File: config.mk
export PLATFORM = sky130hd
export DESIGN_NAME = taillight_ctrl
export DESIGN_NICKNAME = d
export VERILOG_FILES = /design/src/rtl/turn_pkg.sv /design/src/rtl/step_prescaler.sv /design/src/rtl/taillight_ctrl.sv
export SDC_FILE = /design/constraint.sdc
export NUM_CORES = 1
export LEC_CHECK = 0
export BUFFER_PORTS_ARGS = -buffer_cell sky130_fd_sc_hd__buf_4
export CORE_MARGIN = 2
export CORE_UTILIZATION = 45
export CTS_CLUSTER_DIAMETER = 200
export DETAILED_ROUTE_END_ITERATION = 10
export GPL_ROUTABILITY_DRIVEN = 0
export GPL_TIMING_DRIVEN = 0
export HOLD_SLACK_MARGIN = 0.15
export MAX_ROUTING_LAYER = met4
export PLACE_DENSITY = 0.6
export SLEW_MARGIN = 40
export SYNTH_ARGS = -nofsm -noshare
export SYNTH_HDL_FRONTEND = slang
export SYNTH_SLANG_ARGS = --single-unit
File: constraint.sdc
create_clock -name CLK -period 3 [get_ports CLK]
set_input_delay 0.45 -clock CLK [delete_from_list [all_inputs] [get_ports CLK]]
set_output_delay 0.45 -clock CLK [all_outputs]
set_load 0.02 [all_outputs]
File: src/rtl/turn_pkg.sv
// Shared mode encodings, sequence states and lamp patterns for the tail-light controller.
package turn_pkg;

   typedef enum logic [1:0] {
      MODE_IDLE  = 2'b00,
      MODE_RIGHT = 2'b01,
      MODE_LEFT  = 2'b10,
      MODE_HAZ   = 2'b11
   } mode_t;

   typedef enum logic [3:0] {
      ST_IDLE,
      ST_L1, ST_L2, ST_L3, ST_L4,
      ST_R1, ST_R2, ST_R3, ST_R4,
      ST_H1, ST_H2
   } seq_t;

   // Lamp bits 5..0: L_outer, L_middle, L_inner, R_inner, R_middle, R_outer.
   localparam logic [5:0] PAT_L1 = 6'b001000;
   localparam logic [5:0] PAT_L2 = 6'b011000;
   localparam logic [5:0] PAT_L3 = 6'b111000;
   localparam logic [5:0] PAT_L4 = 6'b000000;
   localparam logic [5:0] PAT_R1 = 6'b000100;
   localparam logic [5:0] PAT_R2 = 6'b000110;
   localparam logic [5:0] PAT_R3 = 6'b000111;
   localparam logic [5:0] PAT_R4 = 6'b000000;
   localparam logic [5:0] PAT_H1 = 6'b111111;
   localparam logic [5:0] PAT_H2 = 6'b000000;

   // Brake lights use whichever side is not signalling.
   localparam logic [5:0] BRK_IDLE  = 6'b111111;
   localparam logic [5:0] BRK_LEFT  = 6'b000111;
   localparam logic [5:0] BRK_RIGHT = 6'b111000;

   function automatic seq_t first_state(input mode_t m);
      case (m)
         MODE_LEFT:  return ST_L1;
         MODE_RIGHT: return ST_R1;
         MODE_HAZ:   return ST_H1;
         default:    return ST_IDLE;
      endcase
   endfunction

   function automatic seq_t next_seq(input seq_t s);
      case (s)
         ST_L1:   return ST_L2;
         ST_L2:   return ST_L3;
         ST_L3:   return ST_L4;
         ST_L4:   return ST_L1;
         ST_R1:   return ST_R2;
         ST_R2:   return ST_R3;
         ST_R3:   return ST_R4;
         ST_R4:   return ST_R1;
         ST_H1:   return ST_H2;
         ST_H2:   return ST_H1;
         default: return ST_IDLE;
      endcase
   endfunction

   function automatic logic [5:0] seq_lamp(input seq_t s);
      case (s)
         ST_L1:   return PAT_L1;
         ST_L2:   return PAT_L2;
         ST_L3:   return PAT_L3;
         ST_L4:   return PAT_L4;
         ST_R1:   return PAT_R1;
         ST_R2:   return PAT_R2;
         ST_R3:   return PAT_R3;
         ST_R4:   return PAT_R4;
         ST_H1:   return PAT_H1;
         ST_H2:   return PAT_H2;
         default: return 6'b000000;
      endcase
   endfunction

endpackage

File: src/rtl/step_prescaler.sv
// Free-running 0..DIV-1 step counter; TICK marks the last count, CLR restarts from 0.
module step_prescaler #(
   parameter int DIV = 4
) (
   input  logic CLK,
   input  logic RST_N,
   input  logic CLR,
   output logic TICK
);

   localparam logic [7:0] LAST = 8'(DIV - 1);

   logic [7:0] cnt_q;

   assign TICK = (cnt_q == LAST);

   always_ff @(posedge CLK or negedge RST_N) begin
      if (!RST_N)
         cnt_q <= 8'd0;
      else if (CLR || TICK)
         cnt_q <= 8'd0;
      else
         cnt_q <= cnt_q + 8'd1;
   end

endmodule

File: src/rtl/taillight_ctrl.sv
// Sequential tail-light controller: turn/hazard sequencing with brake overlay and registered lamps.
module taillight_ctrl
   import turn_pkg::*;
#(
   parameter int DIV = 4
) (
   input  logic       CLK,
   input  logic       RST_N,
   input  logic       LEFT,
   input  logic       RIGHT,
   input  logic       HAZ,
   input  logic       BRAKE,
   output logic [5:0] LAMP,
   output logic [1:0] MODE,
   output logic       STEP
);

   mode_t      req_mode, mode_q, mode_nxt;
   seq_t       state_q, state_nxt;
   logic [5:0] lamp_q, lamp_nxt;
   logic       step_q, step_nxt;
   logic       chg, tick;

   always_comb begin
      req_mode = MODE_IDLE;
      if (HAZ)
         req_mode = MODE_HAZ;
      else if (LEFT ^ RIGHT)
         req_mode = LEFT ? MODE_LEFT : MODE_RIGHT;
   end

   assign chg = (req_mode != mode_q);

   step_prescaler #(.DIV(DIV)) u_presc (
      .CLK   (CLK),
      .RST_N (RST_N),
      .CLR   (chg),
      .TICK  (tick)
   );

   // A mode change always wins over a coincident tick.
   always_comb begin
      mode_nxt  = mode_q;
      state_nxt = state_q;
      step_nxt  = 1'b0;
      if (chg) begin
         mode_nxt  = req_mode;
         state_nxt = first_state(req_mode);
      end else if (tick && (mode_q != MODE_IDLE)) begin
         state_nxt = next_seq(state_q);
         step_nxt  = 1'b1;
      end

      lamp_nxt = seq_lamp(state_nxt);
      if (BRAKE) begin
         case (mode_nxt)
            MODE_IDLE:  lamp_nxt = BRK_IDLE;
            MODE_LEFT:  lamp_nxt = lamp_nxt | BRK_LEFT;
            MODE_RIGHT: lamp_nxt = lamp_nxt | BRK_RIGHT;
            default:    lamp_nxt = seq_lamp(state_nxt);
         endcase
      end
   end

   always_ff @(posedge CLK or negedge RST_N) begin
      if (!RST_N) begin
         mode_q  <= MODE_IDLE;
         state_q <= ST_IDLE;
         lamp_q  <= 6'b000000;
         step_q  <= 1'b0;
      end else begin
         mode_q  <= mode_nxt;
         state_q <= state_nxt;
         lamp_q  <= lamp_nxt;
         step_q  <= step_nxt;
      end
   end

   assign LAMP = lamp_q;
   assign MODE = mode_q;
   assign STEP = step_q;

endmodule

# Word-level counts from Yosys, hierarchy flattened
# Memory sizes are Yosys's and may differ from the RTL's.
# Index checks and enable logic that the tools add are counted.
# op_classes
add_sub_neg	1
eq_ne	7
n_mux	12
n_bitwise	1
reduce_logical	4
# ops
op	n
$pmux W6 S3	1
$pmux W4 S3	1
$add A8 B1 Y8 const B	1
$eq A8 B2 Y1 const B	1
$mux W2	4
$mux W4	2
$mux W8	1
$eq A2 B2 Y1 const B	3
$mux W6	1
$eq A2 B1 Y1 const B	2
$logic_not A2 Y1	1
$mux W1	2
$ne A2 B2 Y1	1
$reduce_bool A2 Y1	1
$logic_and A1 B1 Y1	1
$logic_or A1 B1 Y1	1
$xor A1 B1 Y1	1
# word_totals
reg_bits	21
mem_bits_ro	256
input_bits	6
output_inout_bits	9
elab_cells	33
memories	3
# memory_table
memory	words	word_bits	rd	rd_ports_with_merged_regs	write_ports	line	source
(no name shown)	16	6	1	0	0	turn_pkg.sv:61	case (s)
(no name shown)	16	6	1	0	0	turn_pkg.sv:61	
(no name shown)	16	4	1	0	0	turn_pkg.sv:45	case (s)

# Longest topological paths before layout
# An unclocked memory read counts as a cell.
# logic_depth
word_depth	9
depth_mapped	8
depth_no_buf	8

# Modules after synthesis
# Synthesis repeated with hierarchy kept, for this count alone.
# unflattened
hier_cells	116
area_unflattened_um2	1196.1
# by_module_without_submodules
module	n_inst	cells_per_inst	area_per_inst_um2	seq_area_each_um2
taillight_ctrl	1	77	788.3	325.3
step_prescaler	1	39	407.9	200.2

# Worst setup path before layout
# Ideal clock, no wire load.
# synth_path
kind	register to register
startpoint	register u_presc.cnt_q[0]
endpoint	register lamp_q[5], in the netlist LAMP[5]
setup_ps	76
t_arrival_ps	2127
required_time_ps	2924
path_slack_ps	797
path_stages_with_launch	8
path_buffers	0
period_less_slack_ps	2203
cell_sequence	dfrtp_1 -> ha_1 -> or4b_4 -> nor3_4 -> mux2_4 -> o41ai_2 -> a31oi_1 -> o21ai_1
# synth_between
elab_chain_cells	7
elab_cells_between_ends	8
classes_between	eq/ne (1); mux (4); reduce/logical (1); memory (2)
# synth_rtl
item	line	source
start: declaration	step_prescaler.sv:13	logic [7:0] cnt_q;
start signal: assignment	step_prescaler.sv:23	cnt_q <= cnt_q + 8'd1;
$eq A8 B2 Y1 (*)	step_prescaler.sv:15	assign TICK = (cnt_q == LAST);
$logic_and A1 B1 Y1 (*)	taillight_ctrl.sv:49	end else if (tick && (mode_q != MODE_IDLE)) begin
$mux W4 (*)	taillight_ctrl.sv:49	
$mux W4 (*)	taillight_ctrl.sv:46	if (chg) begin
$mem_v2 Z16 W6	n/a	
$pmux W6 S3	taillight_ctrl.sv:56	case (mode_nxt)
$mux W6 (*)	taillight_ctrl.sv:55	if (BRAKE) begin
named net lamp_nxt[5]	taillight_ctrl.sv:20	logic [5:0] lamp_q, lamp_nxt;
end signal: assignment	taillight_ctrl.sv:74	lamp_q <= lamp_nxt;
end: declaration	taillight_ctrl.sv:20	
# The timed path passes the listed nets; every way through them passes the cells marked *.

# Final worst setup path
# Ends and elaborated chain as after synthesis.

==> Implementation_results.wiki <==
{| class="wikitable"
! Metric !! Value
|-
| Largest clock skew in the final design || 0.001626 ns
|-
| Number of antenna violations at the first check in global routing || 0
|-
| Arrival time of data at the critical path endpoint || 2.73 ns
|-
| Summed instance area of the synthesized netlist || 1300 um2
|-
| Floorplan row count || 19
|-
| FF+latch count, synth || 21
|-
| Worst slew slack as a fraction of its limit || 0.6626
|-
| Max-cap viol count || 0
|-
| Worst-case hold slack || 0.4085 ns
|-
| Share of synthesized area occupied by flip-flops and latches || 0.4042
|-
| Core outline area || 2758 um2
|-
| Number of diodes added for antenna fixing || 0
|-
| Sum of negative setup slack || 0 ns
|-
| Largest net degree at the start of global routing || 22
|-
| Internal power of the cells || 0.4313 mW
|-
| Relative contribution of sequential cells to total power || 0.498
|-
| Worst supply voltage drop on vdd || 0.2761 mV
|-
| Slew Limit Fails || 0
|-
| Class of the tightest hold or removal check || primary input to flip-flop
|-
| Power Dens Cells || 437.2 nW/um2
|-
| Fin worst setup slack || 0.5216 ns
|-
| Initial standard-cell utilization of the core || 0.4714
|-
| Total clock sinks || 21
|-
| Timing-limited maximum frequency || 403.5 MHz
|-
| Type of destination of the critical path || flip-flop
|-
| First-pass detailed-route iteration total || 4
|-
| Total net switching power || 0.2163 mW
|-
| Total number of H-tree levels || 1
|-
| Synthesized instance count || 139
|-
| Final critical-path share of the clock period || 0.8261
|-
| First-pass GRT wire length || 4.981 mm
|-
| Number of I/O port buffers || 14
|-
| Share of final-layout standard cells stronger than drive strength 1 || 0.2089
|-
| Layout overhead on the synthesized area || 13.96%
|-
| Filler cell count in the final layout || 265
|-
| CTS tree || built
|-
| Number of warning messages in the yosys log || 0
|-
| Switching fraction of total power || 0.3340
|-
| Overall power || 0.6476 mW
|-
| Comb pwr share || 0.286
|-
| Share of synthesized registers carrying an async set or reset || 1.000
|-
| Layout Nets || 171
|-
| Worst R2R Setup Slack || 0.52 ns
|-
| Number of violations reported at the end of detailed-routing iteration 0 || 38
|-
| DRC Markers || 0
|-
| Number of setup buffers added after CTS || 0
|-
| Avg Cell Area, Syn || 9.352 um2
|-
| Per-cell routed wire length || 14.73 um
|-
| Most instantiated flip-flop cell in the synthesis netlist || sky130_fd_sc_hd__dfrtp_1
|-
| Post-Route Utilization || 0.5372
|-
| Final wirelength || 2.784 mm
|-
| Status || complete, no violations
|-
| Setup slack at placement || 0.5806 ns
|-
| Chip Height || 57.75 um
|-
| I/O pin count || 15
|-
| Number of buffers added by the clock tree synthesis step || 3
|-
| Die outline area || 3335 um2
|-
| Congestion Overflow GR || 0
|-
| Pleak || 0.6841 nW
|-
| Tightest Pin Transition || 0.5042 ns
|-
| CTS root buffer || sky130_fd_sc_hd__clkbuf_4
|-
| Total global-route track usage || 0.2017
|-
| Critical Setup Path Class || flip-flop to flip-flop
|-
| Number of flops mapped to enable cells by yosys || 0
|-
| Horizontal extent of the die || 57.75 um
|-
| Clock share of power || 0.216
|-
| Worst-path fanout max || 5
|-
| Synth unique cells || 46
|-
| Clock tree buffer depth || 2
|-
| Category of the worst setup path launch point || flip-flop
|-
| Hold Violations, Final || 0
|-
| Total nets after synthesis || 151
|-
| # setup viols final || 0
|-
| CP required || 3.25 ns
|-
| Average vias per placed instance || 5.672
|-
| Via count of the routed design || 1,072
|-
| Clock insertion delay at the later pin of the skew report || 0.31 ns
|-
| Final antenna-violating net count || 0
|-
| Min Tclk post-route || 2.478 ns
|-
| Unrepaired setup endpoints after global routing || false
|-
| Dpl hpwl || 2.005 mm
|-
| Reg clk slew, reported paths || 0.12 ns
|-
| Via count of the first global-routing pass || 1,102
|}
-- critical path, stage by stage (launching register included) --
cell                      delay, ns
sky130_fd_sc_hd__dfrtp_1       0.43
sky130_fd_sc_hd__ha_1          0.27
sky130_fd_sc_hd__or4b_4        0.53
sky130_fd_sc_hd__nor3_4        0.26
sky130_fd_sc_hd__mux2_4        0.36
sky130_fd_sc_hd__o41ai_2       0.34
sky130_fd_sc_hd__a31oi_1       0.09
sky130_fd_sc_hd__o21ai_1       0.14
-- final cells by class --
type / count / area (um2) / area share
inverter: 10 / 37.54 / 0.02534
timing repair buffer: 15 / 115.1 / 0.07770
clock inverter: 1 / 5.005 / 0.003378
buffer: 3 / 12.51 / 0.008446
multi-input combinational: 105 / 724.4 / 0.4890
clock buffer: 3 / 22.52 / 0.01520
tap: 31 / 38.79 / 0.02618
sequential: 21 / 525.5 / 0.3547
-- Yosys cell counts (3+ instances only) --
library cell / number / share of area
sky130_fd_sc_hd__a211oi_1: 3 / 0.017
sky130_fd_sc_hd__a21oi_1: 7 / 0.027
sky130_fd_sc_hd__dfrtp_1: 21 / 0.40
sky130_fd_sc_hd__ha_1: 6 / 0.058
sky130_fd_sc_hd__inv_1: 10 / 0.029
sky130_fd_sc_hd__nand2_1: 8 / 0.023
sky130_fd_sc_hd__nand3_1: 6 / 0.023
sky130_fd_sc_hd__nor2_1: 19 / 0.055
sky130_fd_sc_hd__nor3_1: 5 / 0.019
sky130_fd_sc_hd__o21ai_0: 3 / 0.012
sky130_fd_sc_hd__o21ai_1: 3 / 0.012
sky130_fd_sc_hd__xor2_1: 6 / 0.040
-- layout by cell type, fill, tap and decap left out, types with 2 or more instances in the layout --
master,count
sky130_fd_sc_hd__o21ai_0,3
sky130_fd_sc_hd__a21oi_1,7
sky130_fd_sc_hd__a211oi_1,3
sky130_fd_sc_hd__o31ai_1,2
sky130_fd_sc_hd__or2_2,2
sky130_fd_sc_hd__buf_4,14
sky130_fd_sc_hd__dfrtp_1,21
sky130_fd_sc_hd__nor2_1,19
sky130_fd_sc_hd__xor2_1,6
sky130_fd_sc_hd__mux2i_1,2
sky130_fd_sc_hd__inv_1,10
sky130_fd_sc_hd__ha_1,6
sky130_fd_sc_hd__nor2b_1,2
sky130_fd_sc_hd__o22ai_1,2
sky130_fd_sc_hd__o21ai_1,3
sky130_fd_sc_hd__nor3_1,5
sky130_fd_sc_hd__and3_1,2
sky130_fd_sc_hd__clkbuf_1,2
sky130_fd_sc_hd__nand2_1,8
sky130_fd_sc_hd__clkbuf_4,3
sky130_fd_sc_hd__nand3_1,6
sky130_fd_sc_hd__or3_1,2
-- cells by family (layout without fill, tap and decap cells) --
group / after synthesis / count (layout) / share of synthesized area
mux: 4 / 4 / 0.03561
buf+inv: 13 / 32 / 0.03850
flops: 21 / 21 / 0.4042
compound gates: 30 / 30 / 0.1694
fa+ha+maj: 6 / 6 / 0.05775
simple gates: 58 / 58 / 0.2474
xor+xnor: 7 / 7 / 0.04716
-- registers in the layout (all words and copies together) (netlist names) --
register	cells
LAMP	6
u_presc.cnt_q	8
state_q	4
MODE	2
STEP	1
-- metrics by stage --
step | instances | instance area (um2)
after floorplan | 139 | 1300
after global placement | 184 | 1444
after detailed placement | 184 | 1444
after CTS | 189 | 1481
after global routing | 189 | 1481
final | 189 | 1481
-- power groups by stage --
stage	clock, mW	sequential (mW)	combinational, mW
2_1_floorplan	0	0.343	0.102
3_3_place_gp	0	0.326	0.182
3_5_place_dp	0	0.326	0.183
4_1_cts	0.146	0.322	0.186
5_1_grt	0.163	0.327	0.205
6_report	0.140	0.322	0.185
-- final timing paths --
path,depth (start not counted),startpoint,to
min reg2reg,1,u_presc.cnt_q[0]$_DFF_PN0_,u_presc.cnt_q[0]$_DFF_PN0_
max reg2reg,7,u_presc.cnt_q[0]$_DFF_PN0_,LAMP[5]$_DFF_PN0_
min,3,BRAKE,LAMP[0]$_DFF_PN0_
min in group asynchronous,2,RST_N,state_q[1]$_DFF_PN0_
max in group asynchronous,2,RST_N,u_presc.cnt_q[7]$_DFF_PN0_
max,7,u_presc.cnt_q[0]$_DFF_PN0_,LAMP[5]$_DFF_PN0_
-- per-layer routing --
layer | vias to the layer above | part of all wire | global-route usage
li1 | 530 | - | -
met1 | 519 | 0.49 | 0.2684
met2 | 18 | 0.46 | 0.3133
met3 | 5 | 0.034 | 0.02232
met4 | 0 | 0.017 | 0.08638
met5 | - | 0 | -
-- what timing repair did --
item | 4_1_cts | 5_1_grt
hold buffers | 1 | 0
resized for setup | 0 | 0
endpoints found under the hold margin | 21 | 0
(Power assumes the default switching activity.)
